## config.mk

```make
export PLATFORM = sky130hd
export DESIGN_NAME = hit_merge_fifo
export DESIGN_NICKNAME = d
export VERILOG_FILES = /design/src/rtl/hit_merge_fifo.sv
export SDC_FILE = /design/constraint.sdc
export NUM_CORES = 1
export LEC_CHECK = 0
export BUFFER_PORTS_ARGS = -buffer_cell sky130_fd_sc_hd__buf_2
export CORE_ASPECT_RATIO = 1.25
export CORE_MARGIN = 3
export CORE_UTILIZATION = 51
export CTS_CLUSTER_SIZE = 25
export DETAILED_ROUTE_END_ITERATION = 6
export PLACE_DENSITY = 0.72
export SLEW_MARGIN = 15
export SYNTH_ARGS = -nofsm -noshare
export SYNTH_HDL_FRONTEND = slang
export SYNTH_SLANG_ARGS = --single-unit
export TNS_END_PERCENT = 100
```

## constraint.sdc

```tcl
create_clock -name clk -period 12.35 [get_ports clk]
set_input_delay 0.6175 -clock clk [delete_from_list [all_inputs] [get_ports clk]]
set_output_delay 0.6175 -clock clk [all_outputs]
set_load 0.05 [all_outputs]
```

## src/rtl/hit_merge_fifo.sv

```systemverilog
// hit_merge_fifo
//   Merges up to two rasterizer samples per cycle (primary and secondary
//   port) into a show-ahead FIFO of {hit, color} entries. Entry data passes
//   through unchanged.
//
// Ports
//   clk                 single clock, rising edge
//   rst                 asynchronous, active-low reset
//   hit_R18S            AXIS x SIGFIG location, primary (coordinate 0 in LSBs)
//   color_R18U          COLORS x SIGFIG color, primary (channel 0 in LSBs)
//   hit_valid_R18H      primary sample is a hit (push request)
//   hit_R18S_two, color_R18U_two, hit_valid_R18H_two   secondary port
//   hit_R19S, color_R19U  head entry (don't-care while hit_valid_R19H low)
//   hit_valid_R19H      FIFO not empty
//   hit_ready_R19H      consumer accepts the head this cycle
//   stall_RnnnnH        registered upstream throttle
//   overflow_RnnnnH     sticky: some push was dropped since reset
//   count_RnnnnU        current occupancy
//
// Handshake: the head transfers on a rising edge where hit_valid_R19H and
// hit_ready_R19H are both high; hit_ready_R19H while empty has no effect.
// The push ports have no ready: a push that does not fit is dropped and
// flagged on overflow_RnnnnH. stall_RnnnnH is advisory for upstream.
module hit_merge_fifo #(
  parameter int SIGFIG      = 24,
  parameter int AXIS        = 3,
  parameter int COLORS      = 3,
  parameter int DEPTH       = 8,
  parameter int STALL_SLACK = 4
) (
  input  logic                          clk,
  input  logic                          rst,
  input  logic [AXIS*SIGFIG-1:0]        hit_R18S,
  input  logic [COLORS*SIGFIG-1:0]      color_R18U,
  input  logic                          hit_valid_R18H,
  input  logic [AXIS*SIGFIG-1:0]        hit_R18S_two,
  input  logic [COLORS*SIGFIG-1:0]      color_R18U_two,
  input  logic                          hit_valid_R18H_two,
  output logic [AXIS*SIGFIG-1:0]        hit_R19S,
  output logic [COLORS*SIGFIG-1:0]      color_R19U,
  output logic                          hit_valid_R19H,
  input  logic                          hit_ready_R19H,
  output logic                          stall_RnnnnH,
  output logic                          overflow_RnnnnH,
  output logic [$clog2(DEPTH):0]        count_RnnnnU
);

  localparam int HW   = AXIS * SIGFIG;
  localparam int CLW  = COLORS * SIGFIG;
  localparam int EW   = HW + CLW;
  localparam int PW   = $clog2(DEPTH);
  localparam int CNTW = PW + 1;

  logic [EW-1:0]   mem [DEPTH];
  logic [PW-1:0]   wr_ptr, rd_ptr;
  logic [CNTW-1:0] count, count_next, free;
  logic            pop, acc_p, acc_s, drop;
  logic [PW-1:0]   sec_slot;
  logic [EW-1:0]   head;

  always_comb begin
    pop      = (count != '0) && hit_ready_R19H;
    // A same-cycle pop frees a slot that this cycle's pushes may use.
    free     = CNTW'(DEPTH) - count + CNTW'(pop);
    acc_p    = hit_valid_R18H && (free != '0);
    // The secondary needs a slot of its own behind an accepted primary.
    acc_s    = hit_valid_R18H_two &&
               (hit_valid_R18H ? (free >= CNTW'(2)) : (free != '0));
    drop     = (hit_valid_R18H && !acc_p) || (hit_valid_R18H_two && !acc_s);
    count_next = count + CNTW'(acc_p) + CNTW'(acc_s) - CNTW'(pop);
    // Secondary lands right behind the primary; pointer arithmetic wraps
    // naturally because DEPTH is a power of two.
    sec_slot = wr_ptr + PW'(acc_p);
  end

  // Storage is intentionally not reset.
  always_ff @(posedge clk) begin
    if (acc_p) mem[wr_ptr]   <= {hit_R18S, color_R18U};
    if (acc_s) mem[sec_slot] <= {hit_R18S_two, color_R18U_two};
  end

  always_ff @(posedge clk or negedge rst) begin
    if (!rst) begin
      wr_ptr          <= '0;
      rd_ptr          <= '0;
      count           <= '0;
      stall_RnnnnH    <= 1'b0;
      overflow_RnnnnH <= 1'b0;
    end else begin
      wr_ptr       <= wr_ptr + PW'(acc_p) + PW'(acc_s);
      rd_ptr       <= rd_ptr + PW'(pop);
      count        <= count_next;
      stall_RnnnnH <= (CNTW'(DEPTH) - count_next) < CNTW'(STALL_SLACK);
      if (drop) overflow_RnnnnH <= 1'b1;
    end
  end

  always_comb begin
    head           = mem[rd_ptr];
    hit_R19S       = head[EW-1:CLW];
    color_R19U     = head[CLW-1:0];
    hit_valid_R19H = (count != '0);
    count_RnnnnU   = count;
  end

endmodule

```

# After elaboration in Yosys (flattened, before gate mapping)
# Memories as Yosys holds them, arrays and structs flattened.
# Index checks and enable logic that the tools add are counted.
totals:
  output_inout_bits: 151
  ramBits: 1152
  wordCells: 32
  ff_bits: 12
  inputBits: 293
  n_memories: 1
mem_list:
  columns: ["name", "words", "width", "rd", "rd_ports_with_merged_regs", "wr", "line_no", "rtl"]
  rows:
  - ["mem", 8, 144, 1, 0, 2, "54", "logic [EW-1:0] mem [DEPTH];"]
classes:
  reduce_logical: 10
  order_cmp: 2
  mux: 5
  add_sub_neg: 9
ops:
  columns: ["op", "n"]
  rows:
  - ["$add A4 B1 Y4", 3]
  - ["$add A3 B1 Y3", 3]
  - ["$reduce_bool A4 Y1", 2]
  - ["$sub A4 B4 Y4 const A", 2]
  - ["$logic_and A1 B1 Y1", 5]
  - ["$mux W1", 5]
  - ["$ge A4 B2 Y1 const B", 1]
  - ["$lt A4 B3 Y1 const B", 1]
  - ["$sub A4 B1 Y4", 1]
  - ["$logic_not A1 Y1", 2]
  - ["$logic_or A1 B1 Y1", 1]

# Logic depth before layout (Yosys ltp)
depth:
  word_depth: 10
  depth_mapped: 20
  depth_no_buf: 18

# Least setup slack after synthesis
# OpenSTA, ideal clock, no wires.
synth_path:
  kind: "flip-flop to flip-flop"
  startpoint: "reg count[2], in the netlist count_RnnnnU[2]"
  endpoint: "mem mem[0][0] (netlist bit) (enable)"
  stages_incl_launch_ff: 13
  n_path_buf: 0
  setup_time_ps: 857
  setup_slack_ps: -1449
  required_time_ps: 11493
  arrival_ps: 12942
  synth_period_minus_slack_ps: 13799
  cell_sequence: "dfrtp_1 > inv_1 > ha_1 > nand3_1 > nand2_1 > ha_1 > inv_1 > ha_1 > xnor2_1 > nor2_1 > nand3_1 > nand2b_1 > o31ai_1"
synth_rtl:
  columns: ["item", "line_no", "rtl"]
  rows:
  - ["start: declaration", "56", "logic [CNTW-1:0] count, count_next, free;"]
  - ["start signal: assignment", "92", "count <= count_next;"]
  - ["end: declaration", "54", null]

==> results.py <==
metrics = {
    "die": {
        "rows": 137,
        "ios": 444,
        "initial_utilization_pct": 51.61,
        "die_w_um": 307.0,
        "die_h_um": 382.3,
        "core_um2": 111900,
        "design.die.area_um2": 117400,
    },
    "power": {
        "vdd_ir_drop_max_uv": 352.3,
        "clock_power_share_pct": 18.2,
        "total_power_uw": 18590,
        "combPwrFrac_pct": 46.3,
        "power_switching_uw": 7378,
        "pwr_density_cell_nw_per_um2": 285.9,
        "p_leak_uw": 0.02192,
        "intPower_uw": 11220,
        "seqPwrFrac_pct": 35.5,
        "switching_share_pct": 39.68,
    },
    "global_route": {
        "grt_pass1_wl_um": 227100,
        "grt_max_degree": 137,
        "grtUsageTotal_pct": 26.17,
        "grt_remaining_overflow": 0,
        "antenna_found_initial": 85,
        "grt_pass1_vias": 34460,
    },
    "route": {
        "wl_per_cell_um": 30.36,
        "drt_iter0_drc": 2622,
        "drc": 0,
        "via_per_inst": 6.246,
        "ant_nets": 0,
        "firstDrtPassIters": 5,
        "wl_um": 152800,
        "vias": 31440,
    },
    "setup_path": {
        "crit_top_cell": "ha_1",
        "rr_endpoint": "mem[1][124]",
        "path_depth": 20,
        "worstReg2RegStart": "count_RnnnnU[2]",
        "critPathTopFamily": "buffers and inverters",
        "start_kind": "register",
        "slowest_delay_ps": 910,
        "critPathCaptureType": "register",
        "cp_data_arrival_time_ps": 7190,
        "r2r_cells": 20,
        "worstPathRequired_ps": 12700,
        "cp_max_fo": 58,
        "rrSetupSlack_ps": 5500,
        "critPathKind": "register to register",
        "timing.critical_path.cells": "inv_1 > ha_1 > nand3_1 > nand2_1 > ha_1 > inv_1 > ha_1 > xnor2_1 > nor2_1 > nand3_1 > nand2_1 > inv_1 > ha_1 > ha_1 > or4_4 > buf_4 > o31ai_4 > buf_4 > buf_4 > buf_4",
        "path_buf_inv": 7,
        "worst_path_max_delay_cell": "buf_4",
    },
    "timing": {
        "period_needed_ps": 6845,
        "finalMaxSlewViolations": 0,
        "max_freq_mhz": 146.1,
        "hold_violations": 0,
        "final.setup_skew_ps": 21.53,
        "final-setup-viol-count": 0,
        "fin_crit_sh_pct": 55.43,
        "slew_headroom_pct": 18.94,
        "rsz0062_at_grt": "false",
        "tightest_slew_ps": 1216,
        "fin_setup_tns_ps": 0,
    },
    "job": {
        "cap_violations": 0,
    },
    "hold_path": {
        "hold_start": "color_R18U_two[66]",
        "min_path_cells": 2,
        "whs_endpoint": "mem[2][66]",
        "hold_path.class": "input port to register",
    },
    "synth": {
        "ys.flop_type": "edfxtp_1",
        "yosys.area.top_type": "edfxtp_1",
        "synth_xor_area_share_pct": 0.1213,
        "synth.cell_area_um2": 57770,
        "ys_ff_latch": 1164,
        "syn_inst": 3037,
        "synth_edf_count": 1152,
        "synth_fa_ha_area_share_pct": 0.3682,
        "yosysSeqAreaShare_pct": 60.40,
        "synth_nets": 3345,
        "synth_top_area_share_pct": 59.88,
        "async_flop_share_pct": 1.031,
        "ys_types": 34,
        "synth_top_family_by_area": "multiplexers",
        "synth-compound-area-share_pct": 0.1494,
        "yosysWarnings": 0,
        "yosys-top-cells-area": "edfxtp_1, mux2_2, mux4_2",
        "syn_avg_cell_area_um2": 19.02,
        "yosys-mux-area-fraction_pct": 36.82,
        "yosys.area_share.simple_pct": 0.2945,
    },
    "clock_network": {
        "cts_made_buffers": 114,
        "cts_sinks": 1164,
        "cts.htree.levels": 3,
        "clk_path_buf_depth": 3,
        "clk_pin_slew_ps": 70,
        "cts_tree": "yes",
        "cts_root_buffer": "clkbuf_16",
        "insertion_delay_ps": 720,
    },
    "cells_and_area": {
        "fill_cells": 8316,
        "drive_gt1_share_pct": 63.61,
        "fin_nets": 3741,
        "areaGrowthSynthToFinish_pct": 12.58,
    },
    "placement": {
        "hpwl_um": 86350,
        "portBuffers": 443,
        "gp_congestion": 0.8334,
    },
    "status": {
        "status": "finished, final reports clean",
    },
}
-- timing repair --
| item | 4_1_cts | 5_1_grt |
|---|---|---|
| gates resized for setup | 0 | 0 |
| hold endpoints to repair | 12 | 0 |
| setup buffers | 0 | 0 |
| hold buffers | 1 | 0 |
-- cells in the final DEF, fill, tap and decap left out, types with 4 or more instances in the layout --
master     netlist  layout
mux2_2        1247    1247
edfxtp_1      1152    1152
buf_2          112     443
mux4_2         288     288
clkbuf_16        0     116
diode_2          0      49
mux2_4          49      49
buf_4           12      39
clkbuf_1        55      31
clkinv_1         0      29
clkinv_2         0      18
ha_1            13      13
inv_1           11      11
dfrtp_1         12       9
bufinv_16        0       8
nand2_1          7       7
buf_12           0       7
xnor2_1          6       6
nand3_1          4       4
o31ai_4          0       4
o21bai_4         0       4
inv_6            0       4
-- worst max path at each step --
stage	from	to	slack (ps)
6_report	count_RnnnnU[2]	mem[1][124]	5500
5_1_grt	count_RnnnnU[2]	mem[1][135]	5130
4_1_cts	count_RnnnnU[2]	mem[1][2]	5450
2_1_floorplan	count_RnnnnU[2]	mem[0][0]	-1450
3_5_place_dp	count_RnnnnU[2]	mem[1][126]	5470
3_3_place_gp	count_RnnnnU[2]	mem[1][127]	5610
-- cells in the mapped netlist (3+ instances only) --
| cell | n |
|---|---|
| mux2_4 | 49 |
| inv_1 | 11 |
| or3_1 | 4 |
| clkbuf_1 | 55 |
| edfxtp_1 | 1152 |
| nor3_1 | 4 |
| buf_6 | 7 |
| buf_4 | 12 |
| buf_1 | 24 |
| xnor2_1 | 6 |
| nand3_1 | 4 |
| dfrtp_1 | 12 |
| o21bai_1 | 5 |
| nand2_1 | 7 |
| ha_1 | 13 |
| mux4_2 | 288 |
| mux2_2 | 1247 |
| o31ai_1 | 4 |
| nand2b_1 | 3 |
| buf_2 | 112 |
-- final cells by class --
class                           instances  area, µm²  area share (%)
Sequential cell                      1164      34900           53.66
Timing Repair Buffer                  490       2660           4.090
Multi-Input combinational cell       1652      21950           33.75
Clock inverter                         62      519.2          0.7983
Tap cell                             1459       1826           2.807
Antenna cell                           49      122.6          0.1885
Clock buffer                          147       3019           4.642
Inverter                               11      41.29         0.06348
-- kinds of logic (layout without fill, tap and decap cells) --
logic type                 Yosys count  after routing
muxes                             1585           1585
AOI/OAI and AO/OA                   12             12
adders and majority gates           16             16
DFF                               1164           1164
buffers and inverters              221            710
xor gates and xnor gates             8              8
and+or+nand+nor                     31             31
other                                0             49
-- metrics by stage --
| step | util, % | instance area [µm²] | std cells | hold slack (ps) | setup WS [ps] |
|---|---|---|---|---|---|
| detailed placement | 54.83 | 61370 | 4775 | 460.0 | 5465 |
| finish | 58.11 | 65040 | 5034 | 287.0 | 5505 |
| global placement | 54.83 | 61370 | 4775 | 491.6 | 5606 |
| floorplan | - | 57770 | 3037 | 321.9 | -1449 |
| CTS | 58.00 | 64920 | 4985 | 224.6 | 5450 |
| global route | 58.05 | 64970 | 5007 | 262.8 | 5127 |
-- per-layer routing --
layer	track usage, %	wire length, µm
met4	8.715	4296
met2	43.86	75980
met1	33.71	60170
met5	0	346
met3	6.242	12040
-- power by group through the flow --
| stage | Clock (µW) | Sequential, µW | Combinational, µW |
|---|---|---|---|
| 3_3_place_gp | 0 | 6600 | 8610 |
| 5_1_grt | 3590 | 6720 | 9020 |
| 6_report | 3380 | 6610 | 8610 |
| 2_1_floorplan | 0 | 6960 | 6330 |
| 3_5_place_dp | 0 | 6700 | 8700 |
| 4_1_cts | 3440 | 6620 | 8720 |
-- state kept, by name, indices dropped and copies added (netlist names) --
register and count:
wr_ptr 3, stall_RnnnnH 1, count_RnnnnU 4, mem 1152, rd_ptr 3, overflow_RnnnnH 1
(Power assumes the default switching activity.)
